--- config.mk ---
export PLATFORM = sky130hd
export DESIGN_NAME = codifica_hamming
export DESIGN_NICKNAME = d
export VERILOG_FILES = /design/src/rtl/codifica_hamming.sv
export SDC_FILE = /design/constraint.sdc
export NUM_CORES = 1
export LEC_CHECK = 0
export CAP_MARGIN = 25
export CORE_MARGIN = 5
export CORE_UTILIZATION = 40
export CTS_CLUSTER_DIAMETER = 30
export CTS_CLUSTER_SIZE = 10
export DETAILED_ROUTE_END_ITERATION = 7
export GPL_ROUTABILITY_DRIVEN = 0
export GPL_TIMING_DRIVEN = 0
export PLACE_DENSITY = 0.58
export SLEW_MARGIN = 20
export SYNTH_ARGS = -nofsm -noshare
export SYNTH_HDL_FRONTEND = slang
export SYNTH_SLANG_ARGS = --single-unit
--- constraint.sdc ---
create_clock -name clk -period 4.49 [get_ports clk]
set_input_delay 0.898 -clock clk [delete_from_list [all_inputs] [get_ports clk]]
set_output_delay 0.898 -clock clk [all_outputs]
set_load 0.02 [all_outputs]
--- src/rtl/codifica_hamming.sv ---
// Streaming Hamming(15,11) encoder with optional single-bit error injection.
// Ports: clk/rst_n; dado_in, in_valid, in_ready, inj_en, inj_pos (input side);
//        palavra_out, out_valid, out_ready (output side); nivel, erros_injetados.
module codifica_hamming #(
  parameter int PROF      = 4,
  parameter int LARG_CONT = 16
) (
  input  logic                    clk,
  input  logic                    rst_n,
  input  logic [10:0]             dado_in,
  input  logic                    in_valid,
  output logic                    in_ready,
  input  logic                    inj_en,
  input  logic [3:0]              inj_pos,
  output logic [14:0]             palavra_out,
  output logic                    out_valid,
  input  logic                    out_ready,
  output logic [$clog2(PROF):0]   nivel,
  output logic [LARG_CONT-1:0]    erros_injetados
);

  localparam int AW = $clog2(PROF);

  logic [14:0]   mem [PROF];
  logic [AW-1:0] wptr;
  logic [AW-1:0] rptr;
  logic [AW-1:0] rptr_nxt;
  logic [14:0]   cw;
  logic [14:0]   cw_inj;
  logic [15:0]   mask;
  logic [14:0]   head_nxt;
  logic          flip;
  logic          push;
  logic          pop;

  function automatic logic [14:0] encode(input logic [10:0] d);
    logic [14:0] c;
    c     = '0;
    c[2]  = d[0];
    c[4]  = d[1];
    c[5]  = d[2];
    c[6]  = d[3];
    c[8]  = d[4];
    c[9]  = d[5];
    c[10] = d[6];
    c[11] = d[7];
    c[12] = d[8];
    c[13] = d[9];
    c[14] = d[10];
    c[0]  = c[2] ^ c[4] ^ c[6] ^ c[8] ^ c[10] ^ c[12] ^ c[14];
    c[1]  = c[2] ^ c[5] ^ c[6] ^ c[9] ^ c[10] ^ c[13] ^ c[14];
    c[3]  = c[4] ^ c[5] ^ c[6] ^ c[11] ^ c[12] ^ c[13] ^ c[14];
    c[7]  = c[8] ^ c[9] ^ c[10] ^ c[11] ^ c[12] ^ c[13] ^ c[14];
    return c;
  endfunction

  assign in_ready  = (nivel != (AW+1)'(PROF));
  assign out_valid = (nivel != '0);
  assign push      = in_valid && in_ready;
  assign pop       = out_valid && out_ready;
  assign rptr_nxt  = pop ? rptr + 1'b1 : rptr;

  // 1-based position: bit 0 of the shifted mask is the "no flip" slot
  always_comb begin
    cw     = encode(dado_in);
    mask   = 16'(1) << inj_pos;
    flip   = inj_en && (inj_pos != 4'd0);
    cw_inj = inj_en ? (cw ^ mask[15:1]) : cw;
  end

  // The new head is the incoming word only when it lands
  // in the slot the read pointer moves to (FIFO otherwise empty).
  always_comb begin
    if (push && (wptr == rptr_nxt)) begin
      head_nxt = cw_inj;
    end else begin
      head_nxt = mem[rptr_nxt];
    end
  end

  always_ff @(posedge clk or negedge rst_n) begin
    if (!rst_n) begin
      for (int i = 0; i < PROF; i++) begin
        mem[i] <= '0;
      end
      wptr            <= '0;
      rptr            <= '0;
      nivel           <= '0;
      palavra_out     <= '0;
      erros_injetados <= '0;
    end else begin
      if (push) begin
        mem[wptr] <= cw_inj;
        wptr      <= wptr + 1'b1;
      end
      rptr        <= rptr_nxt;
      palavra_out <= head_nxt;
      case ({push, pop})
        2'b10:   nivel <= nivel + 1'b1;
        2'b01:   nivel <= nivel - 1'b1;
        default: nivel <= nivel;
      endcase
      if (push && flip && (erros_injetados != '1)) begin
        erros_injetados <= erros_injetados + 1'b1;
      end
    end
  end

endmodule

### After elaboration in Yosys (flattened, before gate mapping)

Cells that the tools add are included.

| operators by class | value |
|---|---|
| equality and inequality tests | 5 |
| bitwise logic cells | 27 |
| add/subtract/negate cells | 5 |
| reductions and logical operators | 10 |
| order comparisons | 3 |
| shifts and indexed selects | 1 |
| mux-type cells | 10 |

Operator list:

| kind | count |
|---|---|
| $mux 15 | 5 |
| $bwmux 60 | 1 |
| $bmux 15 s2 | 1 |
| $demux 15 s2 | 1 |
| $xor 1x1->1 | 24 |
| $add 16x1->16 const B | 1 |
| $ne 16x16->1 const B | 1 |
| $shl 1x4->16 const A | 1 |
| $xor 15x15->15 | 1 |
| $logic_and 1x1->1 | 7 |
| $ge 3x3->1 const B | 2 |
| $not 2->3 | 2 |
| $pmux 3 s2 | 1 |
| $add 2x1->2 const B | 2 |
| $reduce_bool 4->1 | 1 |
| $add 3x1->3 const B | 1 |
| $lt 3x1->1 const B | 1 |
| $ne 3x3->1 const B | 1 |
| $reduce_bool 3->1 | 1 |
| $sub 3x1->3 const B | 1 |
| $eq 2x1->1 const B | 1 |
| $eq 2x2->1 | 1 |
| $eq 2x2->1 const B | 1 |
| $mux 2 | 1 |
| $reduce_bool 2->1 | 1 |

| word-level totals | value |
|---|---|
| output and inout port bits | 36 |
| input port bits | 20 |
| bits in registers | 98 |

### Depth between registers and ports, before layout

| logic depth | value |
|---|---|
| depth in word-level cells | 9 |
| mapped depth | 10 |

### Least setup slack after synthesis

No wires, ideal clock.

| timing path | value |
|---|---|
| kind | input port to flip-flop |
| from | input port out_ready |
| to | register nivel[2] |
| setup time | 80 ps |
| setup slack | 1903 ps |
| required time | 4410 ps |
| arrival | 2507 ps |
| stages on the path | 10 |
| buffers on the path | 2 |
| cells stage by stage | o31ai_4 > inv_2 > buf_2 > buf_1 > ha_1 > inv_1 > fa_1 > xor2_1 > nor2_1 > xor2_1 |

| on the way | value |
|---|---|
| cells in the longest elaborated chain, start to end | 3 |
| elaborated cells on any way between the ends | 5 |
| classes of those cells | eq/ne: 2; mux: 1; reduce/logical: 2 |

Ends and longest elaborated chain:

| what | line | source |
|---|---|---|
| start: declaration | 17 | `input logic out_ready,` |
| $logic_and 1x1->1 * | 60 | `assign pop = out_valid && out_ready;` |
| $eq 2x1->1 / $eq 2x2->1 (equally long branches) | 98 | `case ({push, pop})` |
| $pmux 3 s2 / $reduce_bool 2->1 (equally long branches) | -- |  |
| end signal: assignment | 99 | `2'b10: nivel <= nivel + 1'b1;` |
| end signal: assignment | 100 | `2'b01: nivel <= nivel - 1'b1;` |
| end signal: assignment | 101 | `default: nivel <= nivel;` |
| end: declaration | 18 | `output logic [$clog2(PROF):0] nivel,` |

Mark *: on every way between the ends. The rest lies on a longest branch, timed or not.
A chain may end at the register's enable or synchronous reset.

### Worst setup path after layout

Same ends and word-level chain as after synthesis.

==> flow_summary.ini <==
[clock_network]
cts-root-buf = clkbuf_16
cts_hold_buf = 0
cts_resized = 0
cts_sinks = 98
htreeDepth = 3
cts_setup_buffers = 0
numCtsBuffers = 9
clk_latency_ns = 0.36
cts_tree = yes
clk_path_buf_depth = 2
clk_pin_slew_ns = 0.06

[flow_run]
drv_cap = 0

[floorplan]
dieWidth_um = 125
start_util_pct = 41.3
coreArea_sq_mm = 0.0127
die_area_sq_mm = 0.0155
num_rows = 41
die_y_um = 125
ioPinCount = 56

[routing]
dr.pass1.iters = 4
wire_per_inst_um = 16.5
via_per_inst = 5.25
drtIter0Drc = 348
vias = 4146
drtAntennaViolNets = 0
drt_drc_violations_left = 0
finalWirelength_um = 13000

[synth]
ys_seq_elements = 98
synth_edf_count = 0
ys.flop_type = dfrtp_1
async_flop_share_pct = 100
netlist_area_sq_mm = 0.00525
yosysSeqAreaShare_pct = 46.7
ys_types = 44
syn_nets = 574
syn-instance-count = 547
yosysWarnings = 0
avgSynthCellArea_sq_um = 9.60

[sta]
fin_crit_ns = 3.11
tightest_slew_ns = 0.684
fin_crit_sh_pct = 69.3
hold_viol = 0
slew_violations = 0
fin_tns_setup_ns = 0
setup_viol_count_final = 0
fmax_ghz = 0.322
maxSlewHeadroom_pct = 54.0
rsz0062_at_grt = no
finClkSkew_ns = 0.00753

[global_route]
grt_pass1_wl_um = 21900
grt_antenna_before_repair = 0
grt_usage_pct = 17.4
use_met2_pct = 27.1
busiest_layer = met2
grt_use_met1_pct = 23.6
overflow = 0
grt_pass1_vias = 4250
grt_max_degree = 74
use_met3_pct = 3.69

[placed_design]
dpl_cell_area_sq_mm = 0.00603
dpl.hpwl_um = 9870
dp_cells = 773
port_buffers = 53

[setup_path]
slowest_stage = clkdlybuf4s50_1
max_stage_delay_ns = 0.51
critPathLaunchType = input port
endpoint_kind = flop
r2r_end = nivel[2]
reg2reg_depth = 10
worstPathMaxFanout = 10
crit_type = input port to flop
crit_required_ns = 4.77
cp.arrival_ns = 3.38
rrSetupSlack_ns = 1.94
worstPathCellList = clkdlybuf4s50_1, o31ai_4, inv_2, buf_2, buf_1, ha_1, inv_1, fa_1, xor2_1, nor2_1, xor2_1
r2r_start = nivel[0]
cpMostUsedCell = xor2_1

[power]
peakVddDrop_mv = 0.229
leakage_nw = 2.66
power.density_mw_per_mm2 = 687

[finish]
fin_util_pct = 49.9
multi_input_area_sq_mm = 0.00261
antennaDiodeCount = 0
syn_to_final_growth_pct = 20.9
final.fill_count = 1250
instances_no_fill = 789
nets = 639
drive_above_1_share_pct = 9.72
seq_area_sq_mm = 0.00245
fin_area_sq_mm = 0.00635

[min_path]
worst_hold_path_type = input port to async pin

[status]
outcome = finished, final reports clean
==> Yosys cell counts (2+ instances only) <==
master | count | area (sq um)
o21ai_0 | 101 | 505
dfrtp_1 | 98 | 2450
nand2_1 | 87 | 327
xnor2_1 | 42 | 368
clkbuf_1 | 25 | 93.8
nor3_1 | 21 | 105
mux2i_1 | 17 | 170
a21oi_1 | 15 | 75.1
mux2_2 | 15 | 169
nand3_1 | 14 | 70.1
nor2_1 | 14 | 52.6
nor3b_1 | 14 | 105
o221a_2 | 14 | 158
buf_2 | 6 | 30.0
ha_1 | 6 | 75.1
inv_1 | 6 | 22.5
nand4_1 | 6 | 37.5
xor2_1 | 6 | 52.6
buf_1 | 5 | 18.8
nand2b_1 | 4 | 25.0
or3_1 | 3 | 18.8
xnor3_1 | 3 | 67.6
and4_1 | 2 | 17.5
buf_6 | 2 | 22.5
nand3b_1 | 2 | 15.0
==> kinds of logic after synthesis <==
group / Yosys count / synth area share (%)
adders and majority gates: 7 / 1.81
and+or+nand+nor: 174 / 15.8
buffers and inverters: 45 / 3.64
xor gates and xnor gates: 51 / 9.29
DFF: 98 / 46.7
muxes: 33 / 6.67
AOI/OAI and AO/OA: 139 / 16.1
==> power by group <==
part / internal (W) / leakage (nW) / switching, W / total, W
registers: 0.00126 / 1.23 / 0.000265 / 0.00153
clock network: 0.000481 / 0.159 / 0.000343 / 0.000825
logic: 0.000876 / 1.27 / 0.00113 / 0.00201
total: 0.00262 / 2.66 / 0.00174 / 0.00436
==> worst max-delay path: cells and delay by family <==
| kind | cells | cell delay [ns] |
|---|---|---|
| compound gates | 1 | 0.12 |
| xor+xnor | 2 | 0.30 |
| fa+ha+maj | 2 | 0.67 |
| buf+inv | 5 | 1.29 |
| simple gates | 1 | 0.11 |
==> sequential cells by signal, indices dropped and copies added (netlist names) <==
| register | count |
|---|---|
| mem | 60 |
| erros_injetados | 16 |
| palavra_out | 15 |
| nivel | 3 |
| rptr | 2 |
| wptr | 2 |
==> layout by cell type (no fill, tap or decap), types with 2 or more instances in the layout <==
cell / synthesis / layout
buf_1: 5 / 5
xor2_1: 6 / 6
and4_1: 2 / 2
a21oi_1: 15 / 15
clkbuf_1: 25 / 25
clkdlybuf4s50_1: 0 / 52
nand2_1: 87 / 87
clkinv_4: 0 / 2
mux2_2: 15 / 15
nor2_1: 14 / 14
ha_1: 6 / 6
nand3b_1: 2 / 2
nand4_1: 6 / 6
buf_2: 6 / 6
inv_1: 6 / 6
nor3b_1: 14 / 14
or3_1: 3 / 3
o221a_2: 14 / 14
xnor3_1: 3 / 3
mux2i_1: 17 / 17
dfrtp_1: 98 / 98
buf_6: 2 / 3
o21ai_0: 101 / 101
nand3_1: 14 / 14
nor3_1: 21 / 21
clkbuf_8: 0 / 3
clkbuf_16: 0 / 9
xnor2_1: 42 / 42
nand2b_1: 4 / 4
==> final cells by class <==
type,count,area share (%)
multi-input cells,404,41.1
flip-flops and latches,98,38.6
repair buffers,54,8.81
clock buffers,12,4.20
well taps,172,3.39
plain buffers,38,2.60
clock inverters,4,0.887
inverters,7,0.414
==> routing by layer <==
| metal | vias up | wire length, um |
|---|---|---|
| met5 | - | 0 |
| met4 | 0 | 191 |
| met3 | 16 | 604 |
| met2 | 102 | 5950 |
| met1 | 1979 | 6290 |
| li1 | 2049 | - |
==> worst max path at each step <==
stage / slack (ns) / startpoint / end / cells after the start
3_5_place_dp: 1.02 / out_ready / nivel[2] / 11
2_1_floorplan: 1.90 / out_ready / nivel[2] / 10
5_1_grt: 1.26 / out_ready / nivel[2] / 11
3_3_place_gp: -1.06 / rst_n / mem[42] / 1
6_report: 1.38 / out_ready / nivel[2] / 11
4_1_cts: 1.38 / out_ready / nivel[2] / 11
==> metrics by stage <==
| stage | hold slack [ns] | power, W | setup WS [ns] |
|---|---|---|---|
| detailed placement | 0.465 | 0.00355 | 1.02 |
| CTS | 0.398 | 0.00438 | 1.38 |
| finish | 0.394 | 0.00436 | 1.38 |
| global placement | 0.456 | 0.00349 | -1.06 |
| floorplan | 0.444 | 0.00285 | 1.90 |
| global route | 0.406 | 0.00468 | 1.26 |
No activity file was read; power rests on OpenSTA's default activity.
